[src/rtl/shift_stack_pkg.sv]
// shift_stack_pkg: shared op codes, cell select codes and operand-depth helper
package shift_stack_pkg;
  typedef enum logic [2:0] {
    OP_NOP     = 3'd0,
    OP_PUSH    = 3'd1,
    OP_POP     = 3'd2,
    OP_DUP     = 3'd3,
    OP_SWAP    = 3'd4,
    OP_ROT     = 3'd5,
    OP_REPLACE = 3'd6,
    OP_CLEAR   = 3'd7
  } op_e;
  typedef enum logic [2:0] {
    SEL_HOLD  = 3'd0,
    SEL_ABOVE = 3'd1,
    SEL_BELOW = 3'd2,
    SEL_VALUE = 3'd3,
    SEL_CLEAR = 3'd4
  } sel_e;
  // Number of occupied entries an op must find before it may execute
  function automatic logic [1:0] need_of(input op_e op);
    return op == OP_ROT  ? 2'd3 :
           op == OP_SWAP ? 2'd2 :
           (op == OP_POP || op == OP_DUP || op == OP_REPLACE) ? 2'd1 : 2'd0;
  endfunction
endpackage

[src/rtl/shift_stack_cell.sv]
// stack_cell: one stack word with hold / shift-in / load / clear select
module stack_cell
  import shift_stack_pkg::*;
#(
  parameter int WIDTH = 4
) (
  input  logic             clk,
  input  logic             rst,
  input  sel_e             i_sel,
  input  logic [WIDTH-1:0] i_above,
  input  logic [WIDTH-1:0] i_below,
  input  logic [WIDTH-1:0] i_val,
  output logic [WIDTH-1:0] o_q
);
  logic [WIDTH-1:0] r_q;
  // Word register; the neighbour/value mux is chosen by the stack controller
  always_ff @(posedge clk) begin
    r_q <= (rst || i_sel == SEL_CLEAR) ? '0 :
           i_sel == SEL_ABOVE ? i_above :
           i_sel == SEL_BELOW ? i_below :
           i_sel == SEL_VALUE ? i_val : r_q;
  end
  assign o_q = r_q;
endmodule

[src/rtl/shift_stack.sv]
// shift_stack: registered shift-register stack with sticky overflow/underflow flags
module shift_stack
  import shift_stack_pkg::*;
#(
  parameter int WIDTH = 4,
  parameter int DEPTH = 8
) (
  input  logic                       clk,
  input  logic                       rst,
  input  logic                       en,
  input  logic [2:0]                 op,
  input  logic [WIDTH-1:0]           din,
  output logic [WIDTH-1:0]           top,
  output logic [WIDTH-1:0]           second,
  output logic [$clog2(DEPTH+1)-1:0] count,
  output logic                       empty,
  output logic                       full,
  output logic                       ovf,
  output logic                       unf,
  output logic                       done
);
  localparam int CW = $clog2(DEPTH+1);
  logic [CW-1:0]    r_count, w_next_count;
  logic             r_ovf, r_unf, r_done;
  op_e              w_op;
  logic             w_full, w_is_push, w_clr, w_unf_rej, w_ovf_rej, w_acc;
  logic [WIDTH-1:0] w_push_data;
  // w_ext carries one extra always-zero slot below the bottom entry so POP
  // shifts in 0 and ROT can read entry[2] safely even at the minimum depth
  logic [WIDTH-1:0] w_ext   [0:DEPTH];
  logic [WIDTH-1:0] w_above [0:DEPTH-1];
  logic [WIDTH-1:0] w_val   [0:DEPTH-1];
  sel_e             w_sel   [0:DEPTH-1];
  assign w_op        = op_e'(op);
  assign w_full      = r_count == CW'(DEPTH);
  assign w_is_push   = w_op == OP_PUSH || w_op == OP_DUP;
  assign w_clr       = en && w_op == OP_CLEAR;
  assign w_unf_rej   = en && (r_count < CW'(need_of(w_op)));
  assign w_ovf_rej   = en && w_is_push && w_full && !w_unf_rej;
  assign w_acc       = en && w_op != OP_NOP && !w_unf_rej && !w_ovf_rej;
  assign w_push_data = w_op == OP_DUP ? w_ext[0] : din;
  assign w_ext[DEPTH] = '0;
  // Per-entry select: shifts for PUSH/DUP/POP, explicit cross-links for SWAP/ROT/REPLACE
  always_comb begin
    for (int i = 0; i < DEPTH; i++) begin
      w_sel[i] = SEL_HOLD;
      w_val[i] = '0;
      if (w_acc) begin
        case (w_op)
          OP_PUSH, OP_DUP: w_sel[i] = SEL_ABOVE;
          OP_POP:          w_sel[i] = SEL_BELOW;
          OP_CLEAR:        w_sel[i] = SEL_CLEAR;
          OP_REPLACE: if (i == 0) begin
            w_sel[i] = SEL_VALUE;
            w_val[i] = din;
          end
          OP_SWAP: if (i < 2) begin
            w_sel[i] = SEL_VALUE;
            w_val[i] = i == 0 ? w_ext[1] : w_ext[0];
          end
          OP_ROT: if (i < 3) begin
            w_sel[i] = SEL_VALUE;
            w_val[i] = i == 0 ? w_ext[2] : i == 1 ? w_ext[0] : w_ext[1];
          end
          default: ;
        endcase
      end
    end
  end
  // Occupancy update; rejected ops leave count untouched so it never wraps
  always_comb begin
    w_next_count = !w_acc ? r_count :
                   w_clr ? '0 :
                   w_is_push ? r_count + CW'(1) :
                   w_op == OP_POP ? r_count - CW'(1) : r_count;
  end
  // Count, sticky flags and one-cycle done pulse
  always_ff @(posedge clk) begin
    if (rst) begin
      r_count <= '0;
      r_ovf   <= 1'b0;
      r_unf   <= 1'b0;
      r_done  <= 1'b0;
    end else begin
      r_count <= w_next_count;
      r_ovf   <= w_clr ? 1'b0 : (r_ovf | w_ovf_rej);
      r_unf   <= w_clr ? 1'b0 : (r_unf | w_unf_rej);
      r_done  <= w_acc;
    end
  end
  for (genvar g = 0; g < DEPTH; g++) begin : g_cell
    if (g == 0) begin : g_top
      assign w_above[g] = w_push_data;
    end else begin : g_rest
      assign w_above[g] = w_ext[g-1];
    end
    stack_cell #(.WIDTH(WIDTH)) u_cell (
      .clk     (clk),
      .rst     (rst),
      .i_sel   (w_sel[g]),
      .i_above (w_above[g]),
      .i_below (w_ext[g+1]),
      .i_val   (w_val[g]),
      .o_q     (w_ext[g])
    );
  end
  assign top    = w_ext[0];
  assign second = w_ext[1];
  assign count  = r_count;
  assign empty  = r_count == '0;
  assign full   = w_full;
  assign ovf    = r_ovf;
  assign unf    = r_unf;
  assign done   = r_done;
endmodule

[config.mk]
export PLATFORM = sky130hd
export DESIGN_NAME = shift_stack
export DESIGN_NICKNAME = d
export VERILOG_FILES = /design/src/rtl/shift_stack_pkg.sv /design/src/rtl/shift_stack_cell.sv /design/src/rtl/shift_stack.sv
export SDC_FILE = /design/constraint.sdc
export NUM_CORES = 1
export LEC_CHECK = 0
export BUFFER_PORTS_ARGS = -buffer_cell sky130_fd_sc_hd__buf_2
export CAP_MARGIN = 25
export CORE_MARGIN = 8
export CORE_UTILIZATION = 50
export CTS_CLUSTER_DIAMETER = 150
export DETAILED_ROUTE_END_ITERATION = 10
export PLACE_DENSITY = 0.7
export RECOVER_POWER = 100
export SYNTH_ARGS = -nofsm -noshare
export SYNTH_HDL_FRONTEND = slang
export SYNTH_SLANG_ARGS = --single-unit
[constraint.sdc]
create_clock -name clk -period 5.5 [get_ports clk]
set_input_delay 1.1 -clock clk [delete_from_list [all_inputs] [get_ports clk]]
set_output_delay 1.1 -clock clk [all_outputs]
set_load 0.05 [all_outputs]
After elaboration in Yosys (flattened, before gate mapping)

Cells that the tools add are included.

Register bits after elaboration: 39
Word-level logic and storage cells: 113

Bitwise logic cells: 2
Magnitude comparators: 1
Reductions and logical operators: 30
Eq/ne operators: 25
Multiplexer cells: 41
$add $sub $neg: 2

Operators by type and width:

| cell                                                                  | number |
|---|---|
| 4-bit 2-to-1 mux                                                      | 29 |
| 3-bit case mux with 4 select lines                                    | 3 |
| 3-bit by 2-bit equality test with 1-bit output, second input constant | 10 |
| 3-bit equality test, second input constant                            | 8 |
| 3-bit nonzero test                                                    | 6 |
| 3-bit by 1-bit equality test with 1-bit output, second input constant | 5 |
| 3-bit 2-to-1 mux                                                      | 4 |
| 4-bit case mux with 3 select lines                                    | 1 |
| 3-bit case mux with 3 select lines                                    | 1 |
| 1-bit logical AND                                                     | 8 |
| 1-bit logical OR                                                      | 7 |
| 2-bit OR reduction                                                    | 3 |
| 4-bit by 1-bit adder with 4-bit output, second input constant         | 1 |
| 4-bit equality test, second input constant                            | 1 |
| 4-bit logical NOT                                                     | 1 |
| 4-bit by 2-bit < comparator with 1-bit output                         | 1 |
| 2-bit 2-to-1 mux                                                      | 2 |
| 2-bit AND reduction                                                   | 2 |
| 4-bit by 1-bit subtractor with 4-bit output, second input constant    | 1 |
| 3-bit OR reduction                                                    | 1 |
| 1-bit logical NOT                                                     | 2 |
| 2-bit inequality test, second input constant                          | 1 |
| 1-bit OR                                                              | 2 |
| 1-bit 2-to-1 mux                                                      | 1 |

Longest topological paths before layout

Gate-level depths: netlist of run 1.

Word-level depth: 17
Mapped depth: 11
Depth with buffers taken out: 8

By module

From an unflattened synthesis of run 1, not the netlist that was laid out.

Cell total of the unflattened synthesis: 346
Area total of the unflattened synthesis: 3079.2 um2

Modules (own cells, without submodules):

| module      | sequential area each (um2) | times used | cells each | area an instance (um2) |
|---|---|---|---|---|
| stack_cell  | 80.1                       | 8          | 29         | 277.8 |
| shift_stack | 140.1                      | 1          | 114        | 857.1 |

Worst setup path after synthesis of run 1

OpenSTA, ideal clock, no wires.

Path kind: register to output
From: register r_count[0] (netlist: count[0])
To: output port empty
Path buffers: 0
Data required time: 4.400 ns
Arrival time: 2.149 ns
Path slack: 2.251 ns
Cell stages (with the launch flop): 2
Cell sequence: dfxtp_1 > nor4_1

Longest elaborated chain between the ends: 1

Ends and longest elaborated chain:

| what                   | line               | text |
|---|---|---|
| start, declared        | shift_stack.sv:23  | `logic [CW-1:0] r_count, w_next_count;` |
| start signal, assigned | shift_stack.sv:85  | `r_count <= w_next_count;` |
| 4-bit logical NOT      | shift_stack.sv:110 | `assign empty = r_count == '0;` |
| end, declared          | shift_stack.sv:16  | `output logic empty,` |

No other way between the ends.

Final worst setup path of run 1

From: input port op[0]
To: register g_cell[6].u_cell.r_q[0]

Longest elaborated chain between the ends: 16

Ends and longest elaborated chain:

| what                                                                     | line                                                        | text |
|---|---|---|
| start, declared                                                          | shift_stack.sv:11                                           | `input logic [2:0] op,` |
| 3-bit by 2-bit equality test with 1-bit output, on equally long branches | shift_stack_pkg.sv:24, shift_stack.sv:49, shift_stack.sv:36 |  |
| 1-bit logical OR (2 in a row)                                            | shift_stack_pkg.sv:24                                       | `(op == OP_POP \|\| op == OP_DUP \|\| op == OP_REPLACE) ? 2'd1 : 2'd0;` |
| 1-bit 2-to-1 mux                                                         | shift_stack_pkg.sv:24                                       |  |
| 2-bit 2-to-1 mux                                                         | shift_stack_pkg.sv:23                                       | `op == OP_SWAP ? 2'd2 :` |
| 2-bit 2-to-1 mux                                                         | shift_stack_pkg.sv:22                                       | `return op == OP_ROT ? 2'd3 :` |
| 4-bit by 2-bit < comparator with 1-bit output                            | shift_stack.sv:38                                           | `assign w_unf_rej = en && (r_count < CW'(need_of(w_op)));` |
| 1-bit logical AND                                                        | shift_stack.sv:38                                           |  |
| 1-bit logical NOT                                                        | shift_stack.sv:39, shift_stack.sv:40                        |  |
| 1-bit logical AND                                                        | shift_stack.sv:39                                           | `assign w_ovf_rej = en && w_is_push && w_full && !w_unf_rej;` |
| 1-bit logical NOT                                                        | shift_stack.sv:40                                           | `assign w_acc = en && w_op != OP_NOP && !w_unf_rej && !w_ovf_rej;` |
| 1-bit logical AND                                                        | shift_stack.sv:40                                           |  |
| 3-bit 2-to-1 mux (*)                                                     | shift_stack.sv:48                                           | `if (w_acc) begin` |
| 3-bit by 2-bit equality test with 1-bit output                           | shift_stack_cell.sv:20                                      | `i_sel == SEL_BELOW ? i_below :` |
| 4-bit 2-to-1 mux                                                         | shift_stack_cell.sv:20                                      |  |
| 4-bit 2-to-1 mux                                                         | shift_stack_cell.sv:19                                      | `i_sel == SEL_ABOVE ? i_above :` |
| end signal, assigned                                                     | shift_stack_cell.sv:18                                      | `r_q <= (rst \|\| i_sel == SEL_CLEAR) ? '0 :` |
| end, declared                                                            | shift_stack_cell.sv:15                                      | `logic [WIDTH-1:0] r_q;` |

Every way passes the cells marked *; elsewhere a longest branch is shown, timed or not.
A chain may end at the register's enable or synchronous reset.

==> results of run 1 <==
layout make-up:
| type | count | area [sq um] |
|---|---|---|
| inverter | 3 | 11.3 |
| tap | 50 | 62.6 |
| fill | 399 | 1730 |
| clock buffer | 5 | 68.8 |
| timing repair buffer | 28 | 140 |
| multi-input combinational | 188 | 1220 |
| sequential | 39 | 781 |
| clock inverter | 3 | 20.0 |
metal layers:
layer,up-vias,track usage,share of wire,wire length [um]
li1,963,-,-,-
met1,884,0.220,0.47,2270
met2,59,0.232,0.44,2180
met3,5,0.0375,0.083,408
met4,0,0.0464,0.0059,29
met5,-,0,0,0
flip-flops by register name, indices dropped and copies added (netlist names):
name and cells:
unf 1, ovf 1, done 1, count 4
g_cell.u_cell.o_q 32
per-stage QoR:
step                      total power (uW)  area (sq um)
after floorplan                        459          2100
after global placement                 494          2210
after detailed placement               495          2210
after CTS                              689          2300
after global routing                   721          2300
final                                  681          2300
cells by family (layout without fill, tap and decap cells):
group	count (synthesis)	in the layout	synth area share
flops	39	39	0.373
xor+xnor	3	3	0.0125
buf+inv	21	39	0.0460
simple gates	88	88	0.220
mux	14	14	0.0669
fa+ha+maj	4	4	0.0275
compound gates	79	79	0.254
cell usage in the layout (no fill, tap or decap), types with 2 or more instances in the layout:
cell        instances
and3_1              6
or3_1               2
nor4_1              3
clkbuf_8            5
a21oi_1            25
buf_2               8
a21o_1              2
nor2_1             27
nand2b_1            4
clkinvlp_4          2
dfxtp_1            39
nand3_1             6
o21ai_0             7
inv_2               2
mux2i_1            14
clkbuf_1           18
nor3_1             17
a22o_1              4
xnor2_1             2
a22oi_1             4
a32oi_1             4
nor2b_1             5
and2_1              2
a211oi_1           18
ha_1                3
a311oi_1            2
o21a_1              2
a221oi_1            4
nand2_1             8
worst reg2reg max path, cell delays in order, from the launching register on:
cell	delay [ns]
dfxtp_1	0.49
ha_1	0.24
or3_1	0.15
o21ai_1	0.11
nor2_1	0.39
a31o_1	0.98
nor3_1	0.17
worst max path at each step:
stage / start / to / slack, ns
after CTS: op[2] / g_cell[6].u_cell.o_q[0]$_SDFFE_PP0P_ / 2.12
after global placement: op[2] / g_cell[3].u_cell.o_q[2]$_SDFFE_PP0P_ / 1.92
after global routing: op[0] / g_cell[6].u_cell.o_q[0]$_SDFFE_PP0P_ / 1.09
final: op[0] / g_cell[6].u_cell.o_q[0]$_SDFFE_PP0P_ / 1.40
after detailed placement: op[2] / g_cell[6].u_cell.o_q[0]$_SDFFE_PP0P_ / 1.82
after floorplan: count[0]$_SDFFE_PP0P_ / empty / 2.25
power by group through the flow:
| stage | clock network, uW | logic, uW | registers, uW |
|---|---|---|---|
| after floorplan | 0 | 108 | 352 |
| after global placement | 0 | 166 | 328 |
| after detailed placement | 0 | 167 | 328 |
| after CTS | 200 | 168 | 322 |
| after global routing | 211 | 185 | 326 |
| final | 192 | 167 | 322 |
==> results.py, run 1 <==
metrics = {
    "status": {
        "outcome": "finished, final reports clean",
    },
    "cells_and_area": {
        "fin_nets": 279,
        "final_util": 0.571,
        "drive_above_1_share": 0.0789,
        "post_layout_nonfiller_instances": 316,
        "diodes": 0,
        "area_growth_pct": 9.85,
    },
    "sta": {
        "fin_crit_sh": 0.746,
        "fmax_ghz": 0.244,
        "clock_skew_ns": 0.00325,
        "slew_headroom": 0.150,
        "worst_hold_slack_ns": 0.494,
        "setup_viol": 0,
        "setup_tns_ns": 0,
        "fin_ws_ns": 1.40,
        "hold_viol_final": 0,
        "slew_violations": 0,
        "worstMarginPinSlew_ns": 1.27,
        "rsz0062_at_grt": "no",
        "period_needed_ns": 4.10,
    },
    "route": {
        "ant_nets": 0,
        "post_drt_wl_per_cell_um": 15.5,
        "drt_iter0_drc": 82,
        "drt-total-wl_um": 4890,
        "num_vias": 1911,
        "drt-vias-per-instance": 6.05,
        "drt_first_pass_iters": 4,
        "drc_errors": 0,
    },
    "floorplanning": {
        "io_pins": 27,
        "die_y_um": 80.7,
        "coreArea_sq_um": 4030,
        "dieArea_sq_um": 6520,
        "fp.dieW_um": 80.7,
        "initial_utilization": 0.520,
        "rows": 23,
    },
    "setup_path": {
        "rr_endpoint": "g_cell[6].u_cell.o_q[0]$_SDFFE_PP0P_",
        "cpLargestDelayFamily": "compound AO/OA/AOI/OAI gates",
        "timing.rr.start": "count[1]$_SDFFE_PP0P_",
        "arrival_ns": 4.23,
        "crit_chain": "clkbuf_1 -> a21boi_0 -> o21a_1 -> nor2_1 -> a31o_1 -> nor3_1",
        "path_depth": 6,
        "crit_type": "primary input to flip-flop",
        "start_kind": "primary input",
        "r2r.worst_path.cells": 6,
        "endpoint_kind": "flip-flop",
        "crit_buf_inv": 1,
        "crit_fanout": 34,
        "r2r_slack_ns": 2.81,
        "cp_slowest_stage_delay_ns": 0.98,
        "critPathSlowestCell": "a31o_1",
        "cp.required_ns": 5.62,
    },
    "min_path": {
        "min_from": "g_cell[0].u_cell.o_q[3]$_SDFFE_PP0P_",
        "whs_path_depth": 2,
        "min_to": "g_cell[0].u_cell.o_q[3]$_SDFFE_PP0P_",
        "min_path_type": "flip-flop to flip-flop",
    },
    "run": {
        "drv_cap": 0,
    },
    "cts": {
        "cts-resized-gates": 0,
        "clkSlewWorstSetupHoldPaths_ns": 0.08,
        "cts.sinks": 39,
        "insertion_delay_ns": 0.29,
        "cts_tree": "built",
        "h-tree-depth": 2,
        "holdBufCountCts": 0,
        "cts_root_buf": "clkbuf_8",
        "cts_buffer_depth": 2,
        "cts_buffers": 5,
        "post_cts_buffers": 0,
    },
    "synth": {
        "avgSynthCellArea_sq_um": 8.45,
        "synth_top_flop_cell": "dfxtp_1",
        "yosysWarnings": 0,
        "synth_cells": 248,
        "synth_most_common_cell": "dfxtp_1",
        "synth_cell_types": 46,
        "syn_nets": 262,
        "yosysTopAreaCellShare": 0.373,
        "synth-seq-area-share": 0.373,
        "synth.top_cells.by_count": "39 x dfxtp_1, 27 x nor2_1, 25 x a21oi_1, 18 x a211oi_1, 17 x nor3_1",
        "synthTopCellsByArea": "dfxtp_1 37%, mux2i_1 6.7%, a211oi_1 6.4%",
        "yosys.area.top_type": "dfxtp_1",
        "syn_area_sq_um": 2100,
        "ys_ff_latch": 39,
        "synth_edf_count": 0,
        "async_flop_share": 0,
    },
    "grt": {
        "first_global_vias": 1678,
        "grt_overflow_total": 0,
        "grt_pass1_wl_um": 8290,
        "antenna_found_initial": 0,
        "grt_use_total": 0.157,
        "grt_max_degree": 35,
    },
    "pwr": {
        "p_sw_frac": 0.348,
        "seq_power_share": 0.473,
        "power_density_nw_per_um2": 296,
        "pwr-share-comb": 0.245,
        "p_int_uw": 444,
        "p_sw_uw": 237,
        "peakVddDrop_mv": 0.245,
        "clkPwrFrac": 0.282,
        "p_leak_uw": 0.000767,
    },
    "place": {
        "finalWeightedCongestion": 0.902,
        "pre_cts_ws_ns": 1.82,
        "numPortBuffers": 26,
        "dpl.hpwl_um": 3420,
        "placed_cells": 307,
    },
}
Power figures use the tool's default switching activity.
==> run 2: changes to the inputs <==
- clock period: 5.5 -> 3.8 ns (I/O delays scaled with it)
==> run 2 against run 1 <==
First-iteration DRC count up 78%. Routed wire length up 5.4%. Global-route usage up 0.68 points. Register-to-register slack worse by 1.6 ns. Sequential power up 45%. Clock-buffer cell count unchanged. Critical endpoint is now g_cell[1].u_cell.o_q[1]$_SDFFE_PP0P_. Largest cell class unchanged.
==> results.py, run 2 (synthesis gave the netlist of run 1 again) <==
metrics = {
    "status": {
        "outcome": "finished, final reports clean",
    },
    "sta": {
        "worstMarginPinSlew_ns": 1.04,
        "worst_hold_slack_ns": 0.498,
        "fmax_ghz": 0.309,
        "clock_skew_ns": 0.00586,
        "slew_violations": 0,
        "setup_tns_ns": 0,
        "fin_crit_sh": 0.853,
        "rsz0062_at_grt": "no",
        "slew_headroom": 0.309,
        "hold_viol_final": 0,
        "period_needed_ns": 3.24,
        "setup_viol": 0,
    },
    "setup_path": {
        "crit_fanout": 32,
        "r2r.worst_path.cells": 7,
        "crit_type": "primary input to flip-flop",
        "critical_path.endpoint": "g_cell[1].u_cell.o_q[1]$_SDFFE_PP0P_",
        "start_kind": "primary input",
        "arrival_ns": 3.46,
        "crit_start": "op[2]",
        "r2r_slack_ns": 1.22,
        "cp.required_ns": 4.01,
        "rr_endpoint": "g_cell[5].u_cell.o_q[1]$_SDFFE_PP0P_",
        "timing.rr.start": "count[0]$_SDFFE_PP0P_",
        "endpoint_kind": "flip-flop",
    },
    "place": {
        "placed_cells": 308,
        "dpl_cell_area_sq_um": 2220,
        "finalWeightedCongestion": 0.888,
        "numPortBuffers": 26,
        "dpl.hpwl_um": 3610,
    },
    "cts": {
        "cts_buffer_depth": 2,
        "insertion_delay_ns": 0.29,
        "clkSlewWorstSetupHoldPaths_ns": 0.07,
        "cts_root_buf": "clkbuf_8",
        "h-tree-depth": 2,
        "post_cts_buffers": 0,
        "cts_buffers": 5,
        "cts-resized-gates": 0,
        "cts.sinks": 39,
        "cts_tree": "built",
        "holdBufCountCts": 0,
    },
    "floorplanning": {
        "fp.dieW_um": 80.7,
        "die_y_um": 80.7,
        "coreArea_sq_um": 4030,
        "dieArea_sq_um": 6520,
        "rows": 23,
        "io_pins": 27,
        "initial_utilization": 0.520,
    },
    "cells_and_area": {
        "fin_nets": 280,
        "area_growth_pct": 9.07,
        "final_cell_area_sq_um": 2290,
        "post_layout_nonfiller_instances": 315,
        "drive_above_1_share": 0.0792,
        "diodes": 0,
        "largest_reg_flops": 32,
        "fillers": 403,
        "final_common_cell": "dfxtp_1",
        "final_cell_mix": "39 x dfxtp_1, 27 x nor2_1, 25 x a21oi_1",
    },
    "route": {
        "drt-total-wl_um": 5150,
        "num_vias": 1945,
        "drc_errors": 0,
        "drt-vias-per-instance": 6.17,
        "post_drt_wl_per_cell_um": 16.4,
        "drt_iter0_drc": 146,
        "drt_first_pass_iters": 4,
        "ant_nets": 0,
    },
    "min_path": {
        "min_from": "g_cell[7].u_cell.o_q[2]$_SDFFE_PP0P_",
        "min_path_type": "flip-flop to flip-flop",
    },
    "pwr": {
        "pwr-share-comb": 0.251,
        "power_density_nw_per_um2": 424,
        "p_leak_uw": 0.000781,
        "p_int_uw": 635,
        "seq_power_share": 0.482,
        "p_sw_uw": 333,
        "peakVddDrop_mv": 0.252,
        "p_sw_frac": 0.344,
        "clkPwrFrac": 0.267,
    },
    "grt": {
        "grt_use_total": 0.164,
        "grt_pass1_wl_um": 8630,
        "first_global_vias": 1736,
        "antenna_found_initial": 0,
        "grt_max_degree": 33,
        "grt_overflow_total": 0,
    },
    "run": {
        "drv_cap": 0,
    },
}
run 2: cell count changes in the layout (fill, tap and decap cells not counted), sizes merged:
| cell | delta |
|---|---|
| clkinvlp | -1 |
| dlymetal6s2s | +1 |
| clkbuf | -2 |
| clkinv | -1 |
| buf | +2 |
run 2: final cells by class:
type                            count  area (sq um)  area share
Sequential cell                    39           781       0.342
Clock inverter                      1          7.51     0.00328
Timing Repair Buffer               29           136      0.0597
Clock buffer                        5          68.8      0.0301
Inverter                            3          11.3     0.00493
Tap cell                           50          62.6      0.0274
Multi-Input combinational cell    188          1220       0.533
run 2: power by group through the flow:
stage          Clock (uW)  Combinational, uW  Sequential [uW]
2_1_floorplan           0                156              509
3_3_place_gp            0                242              475
3_5_place_dp            0                244              475
4_1_cts               266                246              466
5_1_grt               281                267              471
6_report              258                243              467
run 2: worst max-delay path, cell delays in order:
cell and delay, ns:
buf_2 0.28, nor2b_1 0.37, inv_1 0.11, ha_1 0.20, or3_1 0.35, o21ai_0 0.39
nor2_1 0.23, a31o_2 0.51, nor3_1 0.26
run 2: how the worst min path moves through the flow:
stage,to,slack (ns),depth (start not counted)
6_report,g_cell[7].u_cell.o_q[2]$_SDFFE_PP0P_,0.50,2
5_1_grt,g_cell[7].u_cell.o_q[1]$_SDFFE_PP0P_,0.54,2
4_1_cts,g_cell[0].u_cell.o_q[3]$_SDFFE_PP0P_,0.50,2
3_5_place_dp,g_cell[0].u_cell.o_q[3]$_SDFFE_PP0P_,0.49,2
3_3_place_gp,g_cell[7].u_cell.o_q[3]$_SDFFE_PP0P_,0.48,2
2_1_floorplan,g_cell[7].u_cell.o_q[2]$_SDFFE_PP0P_,0.46,2
run 2: per-layer routing:
layer | track usage | up-vias | share of wire
met1 | 0.225 | 898 | 0.46
li1 | - | 960 | -
met5 | 0 | - | 0
met2 | 0.243 | 75 | 0.44
met4 | 0.0607 | 0 | 0.016
met3 | 0.0386 | 12 | 0.082
run 2: metrics by stage:
stage | util | total power (uW) | setup slack, ns
3_5_place_dp | 0.551 | 720 | 0.463
5_1_grt | 0.567 | 1020 | 0.298
2_1_floorplan | - | 665 | 0.891
6_report | 0.567 | 968 | 0.559
3_3_place_gp | 0.551 | 716 | 0.526
4_1_cts | 0.570 | 978 | 0.749
